<file path="src/rtl/div_unit_pkg.sv">
// Shared constants for the iterative 32-bit divider: FSM encodings, handshake
// levels, result width and the signed fix-up applied on completion.
package div_unit_pkg;

  localparam logic [1:0] DivFree   = 2'b00;
  localparam logic [1:0] DivByZero = 2'b01;
  localparam logic [1:0] DivOn     = 2'b10;
  localparam logic [1:0] DivEnd    = 2'b11;

  localparam logic DivResultReady    = 1'b1;
  localparam logic DivResultNotReady = 1'b0;
  localparam logic DivStart          = 1'b1;
  localparam logic DivStop           = 1'b0;

  localparam int unsigned DivResultWidth = 64;
  localparam logic [4:0]  DivLastStep    = 5'd31;

  // Quotient negated when operand signs differ; remainder follows the dividend.
  function automatic logic [63:0] div_sign_fix(input logic [31:0] quot,
                                               input logic [31:0] rem,
                                               input logic        neg_a,
                                               input logic        neg_b);
    logic [31:0] q_fix;
    logic [31:0] r_fix;
    q_fix = (neg_a ^ neg_b) ? (~quot + 32'd1) : quot;
    r_fix = neg_a ? (~rem + 32'd1) : rem;
    return {r_fix, q_fix};
  endfunction

endpackage

</file>
<file path="src/rtl/div_step.sv">
// One radix-2 restoring iteration: shift {remainder,dividend} left, trial
// subtract the divisor from the upper 33 bits, keep the difference if non-negative.
module div_step (
  input  logic [64:0] work_i,
  input  logic [31:0] divisor_i,
  output logic [64:0] work_o
);

  logic [64:0] shifted;
  logic [32:0] diff;
  logic        unused_msb;

  // Remainder stays below the divisor, so bit 64 is always zero on entry.
  assign unused_msb = work_i[64];
  assign shifted    = {work_i[63:0], 1'b0};
  assign diff       = shifted[64:32] - {1'b0, divisor_i};

  always_comb begin
    work_o = shifted;
    if (!diff[32]) begin
      work_o = {diff, shifted[31:1], 1'b1};
    end
  end

endmodule

</file>
<file path="src/rtl/div_unit.sv">
// Multi-cycle 32-bit signed/unsigned divider with annul and start/ready
// handshake; result_o = {remainder, quotient} while ready_o is high.
module div_unit
  import div_unit_pkg::*;
(
  input  logic        clk,
  input  logic        rst,
  input  logic        signed_div_i,
  input  logic [31:0] opdata1_i,
  input  logic [31:0] opdata2_i,
  input  logic        start_i,
  input  logic        annul_i,
  output logic [63:0] result_o,
  output logic        ready_o
);

  logic [1:0]                state_q, state_d;
  logic [4:0]                cnt_q, cnt_d;
  logic [64:0]               work_q, work_d;
  logic [31:0]               divisor_q, divisor_d;
  logic                      neg_a_q, neg_a_d;
  logic                      neg_b_q, neg_b_d;
  logic [DivResultWidth-1:0] result_q, result_d;
  logic [64:0]               step_out;
  logic                      op_neg_a;
  logic                      op_neg_b;

  div_step u_step (
    .work_i    (work_q),
    .divisor_i (divisor_q),
    .work_o    (step_out)
  );

  assign op_neg_a = signed_div_i & opdata1_i[31];
  assign op_neg_b = signed_div_i & opdata2_i[31];

  always_comb begin
    state_d   = state_q;
    cnt_d     = cnt_q;
    work_d    = work_q;
    divisor_d = divisor_q;
    neg_a_d   = neg_a_q;
    neg_b_d   = neg_b_q;
    result_d  = result_q;
    case (state_q)
      DivFree: begin
        if (start_i == DivStart && !annul_i) begin
          neg_a_d   = op_neg_a;
          neg_b_d   = op_neg_b;
          divisor_d = op_neg_b ? (~opdata2_i + 32'd1) : opdata2_i;
          work_d    = {33'd0, op_neg_a ? (~opdata1_i + 32'd1) : opdata1_i};
          cnt_d     = 5'd0;
          state_d   = (opdata2_i == 32'd0) ? DivByZero : DivOn;
        end
      end
      DivByZero: begin
        if (annul_i) begin
          state_d = DivFree;
          work_d  = 65'd0;
        end else begin
          state_d  = DivEnd;
          result_d = '0;
        end
      end
      DivOn: begin
        if (annul_i) begin
          state_d = DivFree;
          work_d  = 65'd0;
          cnt_d   = 5'd0;
        end else begin
          work_d = step_out;
          cnt_d  = cnt_q + 5'd1;
          if (cnt_q == DivLastStep) begin
            state_d  = DivEnd;
            cnt_d    = 5'd0;
            result_d = div_sign_fix(step_out[31:0], step_out[63:32], neg_a_q, neg_b_q);
          end
        end
      end
      default: begin
        // annul_i is deliberately not looked at here: the result is already committed.
        if (start_i == DivStop) begin
          state_d  = DivFree;
          work_d   = 65'd0;
          result_d = '0;
        end
      end
    endcase
  end

  always_ff @(posedge clk or negedge rst) begin
    if (!rst) begin
      state_q   <= DivFree;
      cnt_q     <= 5'd0;
      work_q    <= 65'd0;
      divisor_q <= 32'd0;
      neg_a_q   <= 1'b0;
      neg_b_q   <= 1'b0;
      result_q  <= '0;
    end else begin
      state_q   <= state_d;
      cnt_q     <= cnt_d;
      work_q    <= work_d;
      divisor_q <= divisor_d;
      neg_a_q   <= neg_a_d;
      neg_b_q   <= neg_b_d;
      result_q  <= result_d;
    end
  end

  assign ready_o  = (state_q == DivEnd) ? DivResultReady : DivResultNotReady;
  assign result_o = (state_q == DivEnd) ? result_q : 64'd0;

endmodule

</file>
<file path="config.mk">
export PLATFORM = sky130hd
export DESIGN_NAME = div_unit
export DESIGN_NICKNAME = d
export VERILOG_FILES = /design/src/rtl/div_unit_pkg.sv /design/src/rtl/div_step.sv /design/src/rtl/div_unit.sv
export SDC_FILE = /design/constraint.sdc
export NUM_CORES = 1
export LEC_CHECK = 0
export CAP_MARGIN = 10
export CELL_PAD_IN_SITES_DETAIL_PLACEMENT = 0
export CELL_PAD_IN_SITES_GLOBAL_PLACEMENT = 1
export CORE_MARGIN = 4
export CORE_UTILIZATION = 44
export CTS_CLUSTER_DIAMETER = 80
export DETAILED_ROUTE_END_ITERATION = 10
export PLACE_DENSITY_LB_ADDON = 0.25
export SLEW_MARGIN = 20
export SYNTH_ARGS = -nofsm -noshare
export SYNTH_HDL_FRONTEND = slang
export SYNTH_HIERARCHICAL = 1
export SYNTH_SLANG_ARGS = --single-unit
</file>
<file path="constraint.sdc">
create_clock -name clk -period 6.4 [get_ports clk]
set_input_delay 0.96 -clock clk [delete_from_list [all_inputs] [get_ports clk]]
set_output_delay 0.96 -clock clk [all_outputs]
set_load 0.01 [all_outputs]
</file>
-- Word-level counts from Yosys, hierarchy flattened
Index checks and enable logic that the tools add are counted.
Widths: inputs -> output; s select.
- reduce and logical (&&, ||, !) cells: 10
- add/sub/neg operators: 6
- mux-type cells: 28
- bitwise logic cells: 8
- eq/ne operators: 12
- operator list (kind ; number):
    $mux 64 ; 10
    $pmux 64 s3 ; 2
    $add 32x1->32 const B ; 4
    $mux 32 ; 4
    $not 32->32 ; 4
    $sub 33x32->33 ; 1
    $logic_not 32->1 ; 1
    $mux 5 ; 3
    $mux 2 ; 6
    $ne 2x2->1 const B ; 5
    $pmux 5 s2 ; 1
    $pmux 2 s3 ; 1
    $reduce_and 3->1 ; 2
    $add 5x1->5 const B ; 1
    $eq 5x5->1 const B ; 1
    $reduce_and 5->1 ; 1
    $eq 2x2->1 const B ; 2
    $ne 4x1->1 const B ; 1
    $reduce_and 2->1 ; 2
    $ne 3x1->1 const B ; 1
    $ne 3x3->1 const B ; 1
    $and 1x1->1 ; 2
    $eq 2x1->1 const B ; 1
    $logic_not 2->1 ; 1
    6 further kinds ; 6
- input bits: 69
- logic and storage cells: 71
- output and inout bits: 65
- bits in registers: 169

-- Longest topological paths before layout
Gate-level depths: netlist of the first run.
- depth in word-level cells: 8
- mapped depth: 23
- mapped depth without buffers: 20

-- Hierarchy
Netlist of the first run, hierarchy kept.
- modules (own cells, without submodules) (module ; cells each ; times used ; area an instance (um2) ; sequential area each (um2)):
    div_unit ; 1171 ; 1 ; 10019.6 ; 4254.1
    div_step ; 387 ; 1 ; 2676.3 ; 0.0

-- Worst setup path after synthesis of the first run
OpenSTA, ideal clock, no wires.
- path type: register -> register
- from: reg work_q[31]
- to: reg result_q[55]
- path buffers: 3
- data arrival time: 4980 ps
- cell stages (with the launch flop): 21
- data required time: 6269 ps
- clock period less this slack: 5110 ps
- library setup time: 131 ps
- path slack: 1290 ps
- cell sequence: dfrtp_1 inv_1 ha_1 fa_1 nand2b_1 a21oi_1 o21bai_4 a21oi_2 o2111ai_1 a311o_1 o211ai_1 ha_1 clkbuf_1 buf_1 mux2_2 or3_1 or3b_1 buf_2 o41ai_1 xor2_1 o21ai_1
- longest elaborated chain between the ends: 8
- ends and longest elaborated chain (element ; line ; source):
    start, declared ; div_unit.sv:19 ; logic [64:0] work_q, work_d;
    start signal, assigned ; div_unit.sv:103 ; work_q <= work_d;
    $sub 33x32->33 ; div_step.sv:16 ; assign diff = shifted[64:32] - {1'b0, divisor_i};
    $mux 64 ; div_step.sv:20 ; if (!diff[32]) begin
    net step_out[34] ; div_unit.sv:24 ; logic [64:0] step_out;
    $not 32->32 ; div_unit_pkg.sv:26 ; r_fix = neg_a ? (~rem + 32'd1) : rem;
    $add 32x1->32 ; div_unit_pkg.sv:26 ;
    $mux 32 ; div_unit_pkg.sv:26 ;
    $mux 64 ; div_unit.sv:73 ; if (cnt_q == DivLastStep) begin
    $mux 64 ; div_unit.sv:66 ; if (annul_i) begin
    $pmux 64 s3 ; div_unit.sv:45 ; case (state_q)
    end signal, assigned ; div_unit.sv:107 ; result_q <= result_d;
    end, declared ; div_unit.sv:23 ; logic [DivResultWidth-1:0] result_q, result_d;
The timed path passes the listed nets, and every way through them passes these cells. The select of a mux whose other input is x is not followed.
A chain may end at the register's enable or synchronous reset.

-- Final worst setup path of the first run
- from: reg work_q[31]
- to: reg result_q[61]
The elaborated chain is that of the path after synthesis.

==> metrics, run 1 <==
M1 GR Usage=between 30 and 40%; 1st-pass router iterations=7; Switch Pwr=around 2300 µW; die area=31500 µm²; grt met2 use=roughly a third; combinational share of power=47.4%; wire per inst=between 15 and 20 µm; routing usage on met3=~2.4%; global routing's busiest layer=met1; Placer Congestion=just over 0.9; Pleak=about 0.0061 µW; fin. max-slew vios=0; IO Count=134; endpoints failing hold=0; switching part of the total=46.5%; P&R area growth vs syn=16.0%; hpwl dp=around 27000 µm; Max Fclk=between 0.15 and 0.2 GHz; launching point of the worst reg2reg path=work_q[31]; FF-to-FF End=result_q[61]; clk slew on worst S/H paths=about 80 ps; clk buf depth=2; nets=1715; clk_skew=approximately 17 ps; worst rel slew slack=between 10% and 20%; DRT iter0 DRCs=between 1000 and 1500; Top Family by Delay on Critical Path=compound AO/OA/AOI/OAI gates; largest net degree at the start of global routing=73; Internal Pwr Total=roughly 2600 µW; syn_area_per_cell=~8 µm²; standard-cell row count=just over 60; PortBufs=133; Final min period=5640 ps; Num CTS Buffers=17; Routed Antenna Nets=0; Arrival @ worst endpoint=5940 ps; routed via count=roughly 11000; Clk Latency, worst-skew pair=around 440 ps; Seq pwr share=between 30% and 40%; CTS Hold Bufs=0; maximum vdd ir drop=roughly 0.00026 V; Crit-path slowest cell=or4_1; WHS=between 400 and 500 ps; Clk pwr share=a little over a fifth; endpoint type of the worst setup path=flop; setup ws final=about 760 ps; GR Overflow Total=0; CP max FO=13; RSZ-0062 raised after global routing=false; Place WS=about 800 ps; CTS H-tree depth=4; syn_nets=between 1500 and 2000; DRT Wirelength=35800 µm; core area=28100 µm²; CTS Sinks=~170; CP Cell Sequence=inv_1 -> ha_1 -> fa_1 -> nand2b_1 -> a21oi_1 -> o21bai_4 -> a21oi_2 -> o2111ai_1 -> a311o_1 -> o211ai_1 -> ha_1 -> inv_1 -> or4b_1 -> o311ai_1 -> or4_1 -> or4_1 -> o41ai_4 -> xor2_1 -> o21ai_1; WP buf/inv=2; Mapped Area=12700 µm²; CTS resizes=0; Max-Cap Viols=0; Hold/Removal Path Class=primary input to asynchronous set/reset pin; TritonCTS clock tree=built; initial antenna violation count=0; CP peak stage delay=roughly 570 ps; CTS root buf=clkbuf_16; CP Launch Type=flop; vias in the first global route=~11000; flop2flop setup slack=~760 ps; Starting Density=~45%; Ys Warns=6; gr usage total=22.7%; first-pass GRT wire length=58200 µm; n_diodes=0; Setup TNS Final=0 ps; Avg Vias per Cell=5.74; status=finished clean; proportion of layout cells with a drive suffix above 1=roughly 6.7%; Die Y=~180 µm; Crit Path Class=flop to flop; Post-CTS Setup Bufs=0; Worst-Margin Slew=1200 ps; Worst EP required=~6700 ps; Die Wd=between 150 and 200 µm; DRC Markers=0; Setup violations, final=0; worst reg2reg path depth=19; P per Cell Area=333 nW/µm²; Tcrit/Tclk final=88.2%; Post-Synthesis Cells=~1600
## area by class of cell
type | count | area, µm²
Clock buffer | 17 | 425
Clock inverter | 15 | 198
Fill cell | 2676 | 13400
Inverter | 59 | 221
Multi-Input combinational cell | 1201 | 7650
Sequential cell | 169 | 4230
Tap cell | 378 | 473
Timing Repair Buffer | 154 | 1490
## placed cells by master, fill, tap and decap left out, types with 8 or more instances in the layout
cell,count
o31ai_1,14
o21ai_0,180
a41oi_1,14
a21o_1,13
a222oi_1,14
a21oi_1,62
a31oi_1,25
ha_1,42
mux2i_1,15
nor3_1,37
nor4_1,26
nand2_1,219
mux2_2,15
dfrtp_1,169
o211ai_1,10
xor2_1,51
nand2b_1,20
nor2_1,80
or3_1,16
nand3_1,24
and2_1,68
o21a_1,8
nand4_1,15
clkbuf_16,17
or4_1,20
o21ai_1,13
o41ai_1,13
buf_4,21
inv_1,59
xnor2_1,66
a22oi_1,17
clkdlybuf4s50_1,132
## power by group through the flow
stage	Clock, µW	Combinational (µW)	Sequential (µW)
after detailed placement	0	2280	1510
after global routing	1150	2580	1530
after floorplan	0	1880	1360
after global placement	0	2280	1490
after CTS	1100	2300	1490
final	1080	2320	1500
## registers in the layout (all words and copies together), names as in the netlist
signal and flops:
cnt_q 5, divisor_q 32, neg_a_q 1, neg_b_q 1
result_q 64, state_q 2, work_q 64
## metal layers
metal  up-vias  part of all wire [%]
li1       5628                     -
met1      5450                    52
met2       341                    40
met3        28                   6.1
met4         0                   1.1
met5         -                     0
## per-stage QoR
stage	instances	instance area [µm²]	util [%]	total power, µW
2_1_floorplan	1554	12700	-	3230
3_3_place_gp	1961	14000	50.0	3770
3_5_place_dp	1961	14100	50.0	3790
4_1_cts	1993	14700	52.3	4880
5_1_grt	1993	14700	52.3	5260
6_report	1993	14700	52.3	4890
## worst register-to-register path: cells and delay by family, from the launching register on
kind                       cells  cell delay (ps)
AOI/OAI and AO/OA              9             1950
and+or+nand+nor                4             1530
adders and majority gates      3             1040
buffers and inverters          2              450
DFF                            1              370
xor gates and xnor gates       1              190
## worst max path at each step
stage                           from           end  slack [ps]  cells past startpoint
after detailed placement  work_q[31]  result_q[61]         820                     19
after floorplan           work_q[31]  result_q[55]        1290                     20
after CTS                 work_q[31]  result_q[61]         790                     19
final                     work_q[31]  result_q[61]         760                     19
after global placement    work_q[31]  result_q[61]         890                     19
after global routing      work_q[31]  result_q[55]         400                     18
(Power assumes the default switching activity.)
==> run 2, diff against run 1 <==
--- a/config.mk
+++ b/config.mk
@@ -6,10 +6,8 @@
 export NUM_CORES = 1
 export LEC_CHECK = 0
 export CAP_MARGIN = 10
-export CELL_PAD_IN_SITES_DETAIL_PLACEMENT = 0
-export CELL_PAD_IN_SITES_GLOBAL_PLACEMENT = 1
 export CORE_MARGIN = 4
-export CORE_UTILIZATION = 44
+export CORE_UTILIZATION = 58
 export CTS_CLUSTER_DIAMETER = 80
 export DETAILED_ROUTE_END_ITERATION = 10
 export PLACE_DENSITY_LB_ADDON = 0.25
==> run 2 against run 1 <==
Effect of this change:
- first-iteration DRC count down 3.9%
- largest power group unchanged
- critical path depth down 1
- worst setup slack better by 4.6 ps
- clock power about the same
- sequential share of layout area up 0.30 points
- clock skew down 6.2 ps
- clock-buffer cell count up 1
- sequential power about the same
- power down 0.78%
- flip-flop and latch count unchanged
- wire length down 6.0%
==> metrics, run 2 (same netlist as run 1, synthesis figures left out) <==
Die Wd=roughly 160 µm; n_diodes=0; met1 WL=15300 µm; Seq pwr share=between 30% and 40%; post-route cell area=14500 µm²; DRT iter0 DRCs=between 1000 and 1500; gr usage total=~28%; CP max FO=17; Max Fclk=~0.18 GHz; first-pass GRT wire length=between 50000 and 60000 µm; worst rel slew slack=29.9%; CTS resizes=0; RSZ-0062 raised after global routing=false; Final min period=5640 ps; endpoint type of the worst setup path=flop; Crit-path slowest cell=nor4_2; Arrival @ worst endpoint=5930 ps; Internal Pwr Total=2650 µW; CP Launch Type=flop; Num CTS Buffers=17; P&R area growth vs syn=14.8%; wire length on met2=about 14000 µm; most frequent cells in the layout=219 x nand2_1, 180 x o21ai_0, 169 x dfrtp_1; area post-placement=13900 µm²; uppermost layer routed=met4; WHS Path Cells=2; DRC Markers=0; switching part of the total=roughly 45%; IO Count=134; WL met3=approximately 3600 µm; Crit Path Class=flop to flop; Placer Congestion=0.976; maximum vdd ir drop=roughly 0.00028 V; CTS Sinks=roughly 170; WHS=around 470 ps; # fillers=approximately 1700; clk slew on worst S/H paths=~70 ps; nets=1713; CP Cell Sequence=inv_1 -> ha_1 -> fa_1 -> nand2b_1 -> a21oi_1 -> o21bai_4 -> a21oi_2 -> o2111ai_1 -> a311o_1 -> o211ai_1 -> ha_1 -> buf_4 -> mux2_2 -> nor4_2 -> nand4_2 -> o41ai_1 -> xor2_1 -> o21ai_1; commonest non-fill, non-tap cell in the layout=nand2_1; routed via count=between 10000 and 15000; core area=approximately 21000 µm²; hold path start=result_q[23]; status=finished clean; proportion of layout cells with a drive suffix above 1=roughly 6.5%; setup ws final=between 700 and 800 ps; hpwl dp=between 20000 and 30000 µm; Tcrit/Tclk final=approximately 88%; endpoints failing hold=0; CP peak stage delay=about 560 ps; CTS root buf=clkbuf_16; initial antenna violation count=0; launching point of the worst reg2reg path=work_q[31]; Die Y=between 150 and 200 µm; standard-cell row count=53; TritonCTS clock tree=built; P per Cell Area=between 300 and 400 nW/µm²; PortBufs=around 130; Worst-Margin Slew=between 1000 and 1500 ps; die area=between 20000 and 25000 µm²; Avg Vias per Cell=about 6.2; worst reg2reg path depth=18; Starting Density=around three fifths; DRT Wirelength=33700 µm; clk buf depth=2; Pleak=0.00609 µW; wire per inst=about 18 µm; biggest regs=result_q x64, work_q x64, divisor_q x32; Clk pwr share=21.8%; vias in the first global route=10600; Setup violations, final=0; clk_skew=between 10 and 15 ps; Setup TNS Final=0 ps; Max-Cap Viols=0; largest net degree at the start of global routing=103; Clk Latency, worst-skew pair=430 ps; Hold EP=result_q[23]; flop2flop setup slack=about 760 ps; CTS Hold Bufs=0; Switch Pwr=2200 µW; Critical Path Most Common Cell=ha_1; Routed Antenna Nets=0; combinational share of power=47.3%; FF-to-FF End=result_q[60]; Worst EP required=roughly 6700 ps; GR Overflow Total=0; CTS H-tree depth=4; Place WS=between 700 and 800 ps; Hold/Removal Path Class=flop to flop; fin. max-slew vios=0; Post-CTS Setup Bufs=0; 1st-pass router iterations=10
run 2: cell count changes in the layout (fill, tap and decap cells not counted):
cell       delta
clkinv_8      -3
buf_4         -2
inv_6         +2
bufinv_16     +1
clkbuf_8      +1
ha_1          +1
ha_2          -1
inv_12        -1
run 2: layout make-up:
| class | instances | area, µm² | share of cell area [%] |
|---|---|---|---|
| Timing Repair Buffer | 152 | 1480 | 10.1 |
| Sequential cell | 169 | 4230 | 29.1 |
| Clock buffer | 18 | 439 | 3.02 |
| Clock inverter | 14 | 180 | 1.24 |
| Inverter | 59 | 221 | 1.52 |
| Tap cell | 275 | 344 | 2.37 |
| Multi-Input combinational cell | 1201 | 7650 | 52.6 |
run 2: worst max-delay path, delay by kind of cell (launching register included):
family	cells	cell delay, ps
AOI/OAI and AO/OA	8	1850
adders and majority gates	3	1150
and+or+nand+nor	3	1150
muxes	1	410
DFF	1	370
buffers and inverters	2	360
xor gates and xnor gates	1	200
run 2: through the flow:
| stage | total power, µW | std cells | util, % |
|---|---|---|---|
| final | 4850 | 1888 | 68.5 |
| after global routing | 5180 | 1888 | 68.5 |
| after CTS | 4810 | 1888 | 68.4 |
| after detailed placement | 3740 | 1856 | 65.5 |
| after global placement | 3680 | 1856 | 65.5 |
| after floorplan | 3230 | 1554 | - |
run 2: worst max path at each step:
stage	start	to	slack, ps	cells after the start
floorplan	work_q[31]	result_q[55]	1290	20
global placement	work_q[31]	result_q[60]	990	18
detailed placement	work_q[31]	result_q[60]	780	18
CTS	work_q[31]	result_q[60]	770	18
global route	work_q[31]	result_q[60]	390	18
finish	work_q[31]	result_q[60]	760	18
run 2: power by group through the flow:
| stage | combinational [µW] | sequential [µW] | clock, µW |
|---|---|---|---|
| after floorplan | 1880 | 1360 | 0 |
| after global placement | 2190 | 1490 | 0 |
| after detailed placement | 2240 | 1500 | 0 |
| after CTS | 2260 | 1480 | 1070 |
| after global routing | 2540 | 1520 | 1120 |
| final | 2300 | 1500 | 1060 |
run 2: routing by layer:
metal  up-vias  GRT usage (%)
met4         0           5.63
met3        35           6.24
met1      5543           42.1
met2       513           40.2
met5         -              0
li1       5624              -
